--- src/rtl/tlc_pkg.sv ---
// Shared encodings for the traffic-light sequencer: phase codes, lamp patterns and
// the lamp decode used by both the sequencer and the board display logic.
package tlc_pkg;

   typedef enum logic [2:0] {
      ST_ALLRED_A  = 3'd0,
      ST_NS_GREEN  = 3'd1,
      ST_NS_YELLOW = 3'd2,
      ST_ALLRED_B  = 3'd3,
      ST_EW_GREEN  = 3'd4,
      ST_EW_YELLOW = 3'd5,
      ST_PED_WALK  = 3'd6,
      ST_FLASH     = 3'd7
   } state_e;

   typedef enum logic {
      DIR_NS = 1'b0,
      DIR_EW = 1'b1
   } dir_e;

   localparam logic [2:0] LAMP_R   = 3'b100;
   localparam logic [2:0] LAMP_Y   = 3'b010;
   localparam logic [2:0] LAMP_G   = 3'b001;
   localparam logic [2:0] LAMP_OFF = 3'b000;

   typedef struct packed {
      logic [2:0] ns;
      logic [2:0] ew;
   } lamps_t;

   // Any direction not explicitly lit green/yellow shows red; FLASH blinks both yellows.
   function automatic lamps_t lamp_decode(input state_e st, input logic flash_on);
      lamps_t l;
      l.ns = LAMP_R;
      l.ew = LAMP_R;
      case (st)
         ST_NS_GREEN:  l.ns = LAMP_G;
         ST_NS_YELLOW: l.ns = LAMP_Y;
         ST_EW_GREEN:  l.ew = LAMP_G;
         ST_EW_YELLOW: l.ew = LAMP_Y;
         ST_FLASH: begin
            l.ns = flash_on ? LAMP_Y : LAMP_OFF;
            l.ew = l.ns;
         end
         default: ;
      endcase
      return l;
   endfunction

endpackage

--- src/rtl/traffic_light_sequencer_if.sv ---
// Board-side signals of the traffic-light sequencer: raw inputs in, lamps/countdown out.
interface traffic_light_sequencer_if #(
   parameter int CNT_W = 5
);
   logic             oneHz;
   logic             ped_req;
   logic             night_mode;
   logic [2:0]       ns_light;
   logic [2:0]       ew_light;
   logic             walk;
   logic [CNT_W-1:0] sec_left;
   logic [2:0]       phase;

   modport master (
      output oneHz, ped_req, night_mode,
      input  ns_light, ew_light, walk, sec_left, phase
   );

   modport slave (
      input  oneHz, ped_req, night_mode,
      output ns_light, ew_light, walk, sec_left, phase
   );
endinterface

--- src/rtl/sync_edge_det.sv ---
// Two-flop synchroniser for an asynchronous input, plus a registered one-clock pulse
// on each rising edge of the synchronised level.
module sync_edge_det (
   input  logic Clock,
   input  logic reset,
   input  logic d_i,
   output logic level_o,
   output logic rise_o
);
   logic meta_q, sync_q, prev_q, rise_q;

   always_ff @(posedge Clock or negedge reset) begin
      if (!reset) begin
         meta_q <= 1'b0;
         sync_q <= 1'b0;
         prev_q <= 1'b0;
         rise_q <= 1'b0;
      end else begin
         // NOTE: non-blocking assignments so every flop samples the pre-edge value of its source.
         meta_q <= d_i;
         sync_q <= meta_q;
         prev_q <= sync_q;
         rise_q <= sync_q & ~prev_q;
      end
   end

   assign level_o = sync_q;
   assign rise_o  = rise_q;
endmodule

--- src/rtl/traffic_light_sequencer.sv ---
// Two-way traffic-light phase controller stepped by a 1 Hz tick, with a pedestrian
// walk phase inserted at all-red clearance and a flashing-yellow night mode.
module traffic_light_sequencer
   import tlc_pkg::*;
#(
   parameter int GREEN_S  = 10,
   parameter int YELLOW_S = 3,
   parameter int ALLRED_S = 1,
   parameter int WALK_S   = 8,
   parameter int CNT_W    = 5
) (
   input logic                      Clock,
   input logic                      reset,
   traffic_light_sequencer_if.slave tlc_if
);
   localparam logic [CNT_W-1:0] GREEN_T  = CNT_W'(GREEN_S - 1);
   localparam logic [CNT_W-1:0] YELLOW_T = CNT_W'(YELLOW_S - 1);
   localparam logic [CNT_W-1:0] ALLRED_T = CNT_W'(ALLRED_S - 1);
   localparam logic [CNT_W-1:0] WALK_T   = CNT_W'(WALK_S - 1);

   if (GREEN_S < 1 || GREEN_S > 2**CNT_W || YELLOW_S < 1 || YELLOW_S > 2**CNT_W ||
       ALLRED_S < 1 || ALLRED_S > 2**CNT_W || WALK_S < 1 || WALK_S > 2**CNT_W) begin : g_bad_duration
      $error("traffic_light_sequencer: phase duration outside 1..2**CNT_W");
   end

   logic tick, ped_rise, night_lvl;
   logic one_hz_lvl_unused, ped_lvl_unused, night_rise_unused;

   sync_edge_det u_sync_one_hz (.Clock, .reset, .d_i(tlc_if.oneHz),
                                .level_o(one_hz_lvl_unused), .rise_o(tick));
   sync_edge_det u_sync_ped    (.Clock, .reset, .d_i(tlc_if.ped_req),
                                .level_o(ped_lvl_unused), .rise_o(ped_rise));
   sync_edge_det u_sync_night  (.Clock, .reset, .d_i(tlc_if.night_mode),
                                .level_o(night_lvl), .rise_o(night_rise_unused));

   state_e           state_q, state_d;
   logic [CNT_W-1:0] timer_q, timer_d;
   logic             ped_pending_q, ped_pending_d;
   dir_e             next_dir_q, next_dir_d;
   logic             flash_on_q, flash_on_d;
   lamps_t           lamps_q, lamps_d;
   logic             walk_q, walk_d;
   logic [CNT_W-1:0] sec_left_q, sec_left_d;

   always_ff @(posedge Clock or negedge reset) begin
      if (!reset) begin
         state_q       <= ST_ALLRED_A;
         timer_q       <= ALLRED_T;
         ped_pending_q <= 1'b0;
         next_dir_q    <= DIR_NS;
         flash_on_q    <= 1'b0;
         lamps_q       <= '{ns: LAMP_R, ew: LAMP_R};
         walk_q        <= 1'b0;
         sec_left_q    <= ALLRED_T;
      end else begin
         state_q       <= state_d;
         timer_q       <= timer_d;
         ped_pending_q <= ped_pending_d;
         next_dir_q    <= next_dir_d;
         flash_on_q    <= flash_on_d;
         lamps_q       <= lamps_d;
         walk_q        <= walk_d;
         sec_left_q    <= sec_left_d;
      end
   end

   always_comb begin
      // NOTE: every variable gets a default first so no path through the block infers a latch.
      state_d       = state_q;
      timer_d       = timer_q;
      next_dir_d    = next_dir_q;
      flash_on_d    = flash_on_q;
      ped_pending_d = ped_pending_q | ped_rise;
      if (tick) begin
         if (state_q == ST_FLASH) begin
            if (night_lvl) begin
               flash_on_d = ~flash_on_q;
            end else begin
               state_d = ST_ALLRED_A;
               timer_d = ALLRED_T;
            end
         end else if (timer_q != '0) begin
            timer_d = timer_q - CNT_W'(1);
         end else begin
            case (state_q)
               ST_ALLRED_A, ST_ALLRED_B: begin
                  // Night mode outranks a waiting pedestrian; the request survives FLASH.
                  if (night_lvl) begin
                     state_d    = ST_FLASH;
                     timer_d    = '0;
                     flash_on_d = 1'b1;
                  end else if (ped_pending_q) begin
                     state_d = ST_PED_WALK;
                     timer_d = WALK_T;
                     if (state_q == ST_ALLRED_A) next_dir_d = DIR_NS;
                     else                        next_dir_d = DIR_EW;
                  end else if (state_q == ST_ALLRED_A) begin
                     state_d = ST_NS_GREEN;
                     timer_d = GREEN_T;
                  end else begin
                     state_d = ST_EW_GREEN;
                     timer_d = GREEN_T;
                  end
               end
               ST_NS_GREEN:  begin state_d = ST_NS_YELLOW; timer_d = YELLOW_T; end
               ST_NS_YELLOW: begin state_d = ST_ALLRED_B;  timer_d = ALLRED_T; end
               ST_EW_GREEN:  begin state_d = ST_EW_YELLOW; timer_d = YELLOW_T; end
               ST_EW_YELLOW: begin state_d = ST_ALLRED_A;  timer_d = ALLRED_T; end
               ST_PED_WALK: begin
                  state_d = (next_dir_q == DIR_NS) ? ST_NS_GREEN : ST_EW_GREEN;
                  timer_d = GREEN_T;
               end
               default: ;
            endcase
         end
      end
      // A press landing in the same cycle as walk entry is absorbed by that walk.
      if (state_d == ST_PED_WALK && state_q != ST_PED_WALK) ped_pending_d = 1'b0;
   end

   always_comb begin
      lamps_d    = lamp_decode(state_d, flash_on_d);
      walk_d     = (state_d == ST_PED_WALK);
      sec_left_d = (state_d == ST_FLASH) ? '0 : timer_d;
   end

   assign tlc_if.ns_light = lamps_q.ns;
   assign tlc_if.ew_light = lamps_q.ew;
   assign tlc_if.walk     = walk_q;
   assign tlc_if.sec_left = sec_left_q;
   assign tlc_if.phase    = state_q;
endmodule

--- src/flat_wrapper.sv ---
// flat-port wrapper written by rule: the top's interface ports become plain ports
module traffic_light_sequencer_flat import tlc_pkg::*;
#(
   parameter int GREEN_S  = 10,
   parameter int YELLOW_S = 3,
   parameter int ALLRED_S = 1,
   parameter int WALK_S   = 8,
   parameter int CNT_W    = 5
)
  (Clock, reset, tlc_if_oneHz, tlc_if_ped_req, tlc_if_night_mode, tlc_if_ns_light, tlc_if_ew_light, tlc_if_walk, tlc_if_sec_left, tlc_if_phase);
  traffic_light_sequencer_if #(.CNT_W(CNT_W)) tlc_if_i ();
  input logic Clock;
  input logic reset;
  input wire logic [$bits(tlc_if_i.oneHz)-1:0] tlc_if_oneHz;
  input wire logic [$bits(tlc_if_i.ped_req)-1:0] tlc_if_ped_req;
  input wire logic [$bits(tlc_if_i.night_mode)-1:0] tlc_if_night_mode;
  output wire logic [$bits(tlc_if_i.ns_light)-1:0] tlc_if_ns_light;
  output wire logic [$bits(tlc_if_i.ew_light)-1:0] tlc_if_ew_light;
  output wire logic [$bits(tlc_if_i.walk)-1:0] tlc_if_walk;
  output wire logic [$bits(tlc_if_i.sec_left)-1:0] tlc_if_sec_left;
  output wire logic [$bits(tlc_if_i.phase)-1:0] tlc_if_phase;
  assign tlc_if_i.oneHz = tlc_if_oneHz;
  assign tlc_if_i.ped_req = tlc_if_ped_req;
  assign tlc_if_i.night_mode = tlc_if_night_mode;
  assign tlc_if_ns_light = tlc_if_i.ns_light;
  assign tlc_if_ew_light = tlc_if_i.ew_light;
  assign tlc_if_walk = tlc_if_i.walk;
  assign tlc_if_sec_left = tlc_if_i.sec_left;
  assign tlc_if_phase = tlc_if_i.phase;
  traffic_light_sequencer #(.GREEN_S(GREEN_S), .YELLOW_S(YELLOW_S), .ALLRED_S(ALLRED_S), .WALK_S(WALK_S), .CNT_W(CNT_W)) u_core (.Clock(Clock), .reset(reset), .tlc_if(tlc_if_i));
endmodule
--- config.mk ---
export PLATFORM = sky130hd
export DESIGN_NAME = traffic_light_sequencer_flat
export DESIGN_NICKNAME = d
export VERILOG_FILES = /design/src/rtl/tlc_pkg.sv /design/src/rtl/traffic_light_sequencer_if.sv /design/src/rtl/sync_edge_det.sv /design/src/rtl/traffic_light_sequencer.sv /design/src/flat_wrapper.sv
export SDC_FILE = /design/constraint.sdc
export NUM_CORES = 1
export LEC_CHECK = 0
export BUFFER_PORTS_ARGS = -buffer_cell sky130_fd_sc_hd__buf_2
export CAP_MARGIN = 20
export CORE_ASPECT_RATIO = 1.1
export CORE_MARGIN = 5
export CORE_UTILIZATION = 60
export DETAILED_ROUTE_END_ITERATION = 8
export MAX_ROUTING_LAYER = met4
export PLACE_DENSITY_LB_ADDON = 0.2
export REMOVE_ABC_BUFFERS = 1
export SYNTH_ARGS = -nofsm -noshare
export SYNTH_HDL_FRONTEND = slang
export SYNTH_SLANG_ARGS = --single-unit
--- constraint.sdc ---
create_clock -name Clock -period 5.4 [get_ports Clock]
set_input_delay 0.27 -clock Clock [delete_from_list [all_inputs] [get_ports Clock]]
set_output_delay 0.27 -clock Clock [all_outputs]
set_load 0.05 [all_outputs]
==> Word-level counts from Yosys, hierarchy flattened <==
Index checks and enable logic that the tools add are counted.
{ "totals": {"ff_bits": 33, "wordCells": 78, "in_bits": 5} }
{ "op_classes": {"n_mux": 28, "reduce_logical": 7, "n_addsub": 1, "eq_ne": 14, "n_bitwise": 9} }
{ "ops": {"columns": ["op", "n"], "rows": [
  ["two-way mux 5 bit", 6],
  ["equality test 3 bit (second input constant)", 8],
  ["two-way mux 3 bit", 8],
  ["case mux 5 bit (4 select lines)", 1],
  ["case mux 3 bit (3 select lines)", 2],
  ["case mux 3 bit (6 select lines)", 1],
  ["equality test 3 x 2 -> 1 bit (second input constant)", 3],
  ["two-way mux 1 bit", 8],
  ["equality test 3 x 1 -> 1 bit (second input constant)", 2],
  ["inverter 1 bit", 6],
  ["AND reduction 6 bit", 1],
  ["OR reduction 2 bit", 3],
  ["nonzero test 5 bit", 1],
  ["subtractor 5 x 1 -> 5 bit (second input constant)", 1],
  ["two-way mux 4 bit", 1],
  ["zero test 3 bit", 1],
  ["inequality test 3 bit (second input constant)", 1],
  ["bitwise AND 1 bit", 2],
  ["two-way mux 2 bit", 1],
  ["logical AND 1 bit", 1],
  ["OR 1 bit", 1]
]} }

==> Logic depth before layout (Yosys ltp) <==
{ "depth": {"depth_word": 11, "depth_mapped": 10, "ltp_nobuf": 9} }

==> Modules after synthesis <==
From an unflattened synthesis, not the netlist that was laid out.
{ "hier_totals": {"hier_cells": 151, "hier_area_um2": 1689.1} }
{ "modules_own_cells": {"columns": ["module", "area_per_inst_um2", "seq_area_each_um2", "cells_each", "instances"], "rows": [
  ["traffic_light_sequencer", 1347.5, 578.1, 136, 1],
  ["sync_edge_det", 113.9, 100.1, 5, 3]
]} }

==> Worst setup path before layout <==
OpenSTA, ideal clock, no wires.
{ "synth_timing": {"path_type": "reg-to-reg", "startpoint": "reg u_core.state_q[2] (netlist: u_core.tlc_if.phase[2])", "endpoint": "reg u_core.ped_pending_q", "arrival_ns": 2.257, "required_ns": 5.274, "path_stages_with_launch": 9, "setup_ns": 0.126, "synth_period_minus_slack_ns": 2.383, "slack_ns": 3.017, "path_buffers": 1, "path_cell_list": "dfrtp_1 buf_2 nand3_2 o21ai_0 or3_1 o221ai_2 inv_1 nand2_1 o32a_1"} }
{ "synth_rtl": {"columns": ["element", "line_no", "rtl"], "rows": [
  ["from (decl)", "traffic_light_sequencer.sv:36", "state_e state_q, state_d;"],
  ["from (signal assigned)", "traffic_light_sequencer.sv:56", "state_q <= state_d;"],
  ["equality test 3 x 2 -> 1 bit or zero test 3 bit (tied branches)", "traffic_light_sequencer.sv:85", "case (state_q)"],
  ["OR reduction 2 bit", "traffic_light_sequencer.sv:85", null],
  ["case mux 3 bit (6 select lines)", "traffic_light_sequencer.sv:85", null],
  ["two-way mux 3 bit", "traffic_light_sequencer.sv:82", "end else if (timer_q != '0) begin"],
  ["two-way mux 3 bit (*)", "traffic_light_sequencer.sv:75", "if (state_q == ST_FLASH) begin"],
  ["two-way mux 3 bit (*)", "traffic_light_sequencer.sv:74", "if (tick) begin"],
  ["via u_core.state_d[1]", "traffic_light_sequencer.sv:36", null],
  ["equality test 3 bit (*)", "traffic_light_sequencer.sv:118", "if (state_d == ST_PED_WALK && state_q != ST_PED_WALK) ped_pending_d = 1'b0;"],
  ["logical AND 1 bit (*)", "traffic_light_sequencer.sv:118", null],
  ["two-way mux 1 bit (*)", "traffic_light_sequencer.sv:118", null],
  ["via u_core.ped_pending_d", "traffic_light_sequencer.sv:38", "logic ped_pending_q, ped_pending_d;"],
  ["to (signal assigned)", "traffic_light_sequencer.sv:58", "ped_pending_q <= ped_pending_d;"],
  ["to (decl)", "traffic_light_sequencer.sv:38", null]
]} }
Mark *: on every way through the listed nets, which the timed path passes. The rest lies on a longest branch.
A chain may end at the register's enable or synchronous reset.

==> Final worst setup path <==
{ "layout_timing": {"startpoint": "reg u_core.state_q[0] (netlist: u_core.tlc_if.phase[0])", "endpoint": "reg u_core.ped_pending_q"} }
The elaborated chain is that of the path after synthesis.

==> results.sh <==
export IMPL_outcome="finished clean"
export IMPL_synth_top_area_cell="dfrtp_1"
export IMPL_nets=183
export IMPL_synth_yosys_seq_area_share_pct=52.2
export IMPL_path_clk_slew_ns=0.10
export IMPL_p_leak_nw=0.815
export IMPL_die_area_mm2=0.00378
export IMPL_drtAntennaViolNets=0
export IMPL_tns_ns=0
export IMPL_seqCellArea_um2=828
export IMPL_wl_per_cell_um=16.0
export IMPL_skew_ns=0.00660
export IMPL_cts_buffer_depth=2
export IMPL_arrival_ns=2.90
export IMPL_syn_area_per_cell_um2=10.0
export IMPL_cts_root_buf="clkbuf_4"
export IMPL_die_x_um=59.1
export IMPL_grt_ovfl_total=0
export IMPL_crit_chain="nand3_2 -> o21ai_0 -> or3_1 -> o221ai_2 -> inv_1 -> nand2_1 -> o32a_1"
export IMPL_start_util_pct=63.0
export IMPL_cts_buffers=5
export IMPL_end_kind="register"
export IMPL_intPower_uw=638
export IMPL_max_freq_mhz=373
export IMPL_place_congestion=0.963
export IMPL_finalCriticalPeriod_ns=2.68
export IMPL_synthFlopType="dfrtp_1"
export IMPL_syn2layout_area_growth_pct=11.4
export IMPL_first_iter_violations=45
export IMPL_grt_max_degree=34
export IMPL_ys_top_cells_by_area="dfrtp_1 (49%), a21oi_1 (4.7%), dfstp_2 (3.3%), nand2_1 (3.3%), nor2_1 (3.3%)"
export IMPL_finalSetupViolations=0
export IMPL_tritoncts="yes"
export IMPL_pwr_share_seq_pct=34.5
export IMPL_multiInputGateArea_um2=682
export IMPL_rsz0062_at_grt="no"
export IMPL_dpl_hpwl_um=2280
export IMPL_synth_edf_count=0
export IMPL_final_instance_count_excl_fill=207
export IMPL_synth_top_cell_area_share_pct=48.9
export IMPL_yosys_register_bits=33
export IMPL_hold_ws_ns=0.0426
export IMPL_period_share_pct=49.6
export IMPL_final_hold_viol_count=0
export IMPL_grtUsageTotal_pct=20.7
export IMPL_io_pins=20
export IMPL_drv_cap=0
export IMPL_peakVddDrop_mv=0.503
export IMPL_clock_power_share_pct=15.3
export IMPL_portBuffers=19
export IMPL_critPathMaxStageDelay_ns=0.70
export IMPL_layout_drive_gt1_share_pct=21.6
export IMPL_n_fill_cell=208
export IMPL_crit_path_start_kind="register"
export IMPL_netlist_area_mm2=0.00159
export IMPL_slew_limit_headroom_pct=54.2
export IMPL_grt_pass1_vias=1260
export IMPL_critPathKind="register to register"
export IMPL_rows=19
export IMPL_detail_route_wirelength_um=3310
export IMPL_final_max_slew_viol_count=0
export IMPL_ys_types=44
export IMPL_fp_dieH_um=64.0
export IMPL_required_ns=5.62
export IMPL_core_area_mm2=0.00252
export IMPL_syn_inst=158
export IMPL_drc=0
export IMPL_clock_latency_ns=0.33
export IMPL_synth_warnings=0
export IMPL_cp_slowest_cell="dfrtp_1"
export IMPL_vias_per_cell=6.24
export IMPL_worst_slew_pin_transition_ns=0.687
export IMPL_p_comb_share_pct=50.2
export IMPL_vias=1292
export IMPL_p_per_area_mw_per_mm2=706
export IMPL_antenna_found_initial=0
export IMPL_swShare_pct=48.9
export IMPL_dr_pass1_iters=5
export IMPL_antenna_cells=0
export IMPL_htreeDepth=2
export IMPL_hold_class="input pin to register"
export IMPL_ys_async_sr_fraction_pct=100
export IMPL_crit_path_max_fanout=18
export IMPL_grt_pass1_wl_um=5750
export IMPL_switching_power_uw=611
export IMPL_place_inst=198
export IMPL_clock_sinks=33
-- cell families after synthesis --
kind of cell / share of synthesized area (%)
AOI/OAI and AO/OA: 17.5
xor gates and xnor gates: 1.10
adders and majority gates: 2.36
buffers and inverters: 4.89
DFF: 52.2
muxes: 0.630
and+or+nand+nor: 21.4
-- stage by stage --
step           power, mW  worst slack, ns  instance area (um^2)  utilization, %
2_1_floorplan      0.900             2.86                  1540               -
3_3_place_gp        1.03             2.83                  1670            66.3
3_5_place_dp        1.05             2.75                  1670            66.3
4_1_cts             1.25             2.73                  1770            70.2
5_1_grt             1.33             2.46                  1770            70.2
6_report            1.25             2.72                  1770            70.2
-- worst max-delay path, delay by kind of cell (launching register included) --
| kind | cells | cell delay, ns |
|---|---|---|
| AO/OA/AOI/OAI | 3 | 1.05 |
| buffers and inverters | 1 | 0.22 |
| flip-flops | 1 | 0.70 |
| AND/OR/NAND/NOR | 3 | 0.59 |
-- power groups by stage --
stage	Sequential (mW)	Clock, mW	Combinational, mW
3_3_place_gp	0.423	0	0.612
3_5_place_dp	0.431	0	0.620
5_1_grt	0.447	0.206	0.682
2_1_floorplan	0.586	0	0.314
4_1_cts	0.427	0.195	0.627
6_report	0.431	0.191	0.628
-- Yosys cell counts (2+ instances only) --
cell / count
a211oi_1: 2
a21o_1: 2
a21oi_1: 15
and2_1: 4
and3_1: 2
buf_2: 5
clkbuf_1: 4
dfrtp_1: 31
dfstp_2: 2
ha_1: 3
inv_1: 7
nand2_1: 14
nand2b_1: 2
nand3_1: 4
nand3_2: 2
nor2_1: 14
nor2b_1: 3
nor3_1: 5
o21ai_0: 8
o221ai_1: 2
o22ai_1: 2
or3_1: 3
-- worst paths after layout --
kind	startpoint	end	cells after the start	slack [ns]
hold reg to reg	u_core.u_sync_night.meta_q	u_core.u_sync_night.level_o	0	0.37
hold / removal	tlc_if_night_mode	u_core.u_sync_night.meta_q	1	0.04
setup / recovery	u_core.tlc_if.phase[0]	u_core.ped_pending_q	7	2.72
min in group asynchronous	reset	u_core.tlc_if.walk	2	0.53
max in group asynchronous	reset	u_core.timer_q[3]	2	4.42
setup reg to reg	u_core.tlc_if.phase[0]	u_core.ped_pending_q	7	2.72
-- flip-flops by register name, summed over array words and instances, names as in the netlist, 3 cells and up --
register / cells
u_core.timer_q: 5
u_core.tlc_if.phase: 3
u_core.tlc_if.ns_light: 3
u_core.tlc_if.ew_light: 3
u_core.tlc_if.sec_left: 5
-- final cells by class --
class                      instances  area share, %
clock buffer                       6           2.90
clock inverter                     2           2.12
inverter                           7           1.49
multi-input combinational        108           38.5
sequential                        33           46.8
tap                               31           2.19
timing repair buffer              20           5.94
-- layout by cell type (no fill, tap or decap), types with 2 or more instances in the layout --
cell | synthesis | final
dfrtp_1 | 31 | 31
buf_2 | 5 | 19
a21oi_1 | 15 | 15
nor2_1 | 14 | 14
nand2_1 | 14 | 14
o21ai_0 | 8 | 8
inv_1 | 7 | 7
nor3_1 | 5 | 5
clkbuf_4 | 0 | 5
and2_1 | 4 | 4
nand3_1 | 4 | 4
or3_1 | 3 | 3
nor2b_1 | 3 | 3
ha_1 | 3 | 3
a211oi_1 | 2 | 2
nand3_2 | 2 | 2
nand2b_1 | 2 | 2
o221ai_1 | 2 | 2
o22ai_1 | 2 | 2
and3_1 | 2 | 2
a21o_1 | 2 | 2
dfstp_2 | 2 | 2
-- repair_timing --
item                                   4_1_cts  5_1_grt
gates resized for setup                      0        0
hold buffers                                 1        0
buffers inserted                             0        0
endpoints found under the hold margin       31        0
-- per-layer routing --
| metal | wire [um] | global-route usage (%) | vias up |
|---|---|---|---|
| li1 | - | - | 597 |
| met1 | 1340 | 24.2 | 640 |
| met2 | 1690 | 33.3 | 46 |
| met3 | 195 | 5.43 | 9 |
| met4 | 84 | 9.07 | 0 |
| met5 | 0 | - | - |
Power figures use the tool's default switching activity.
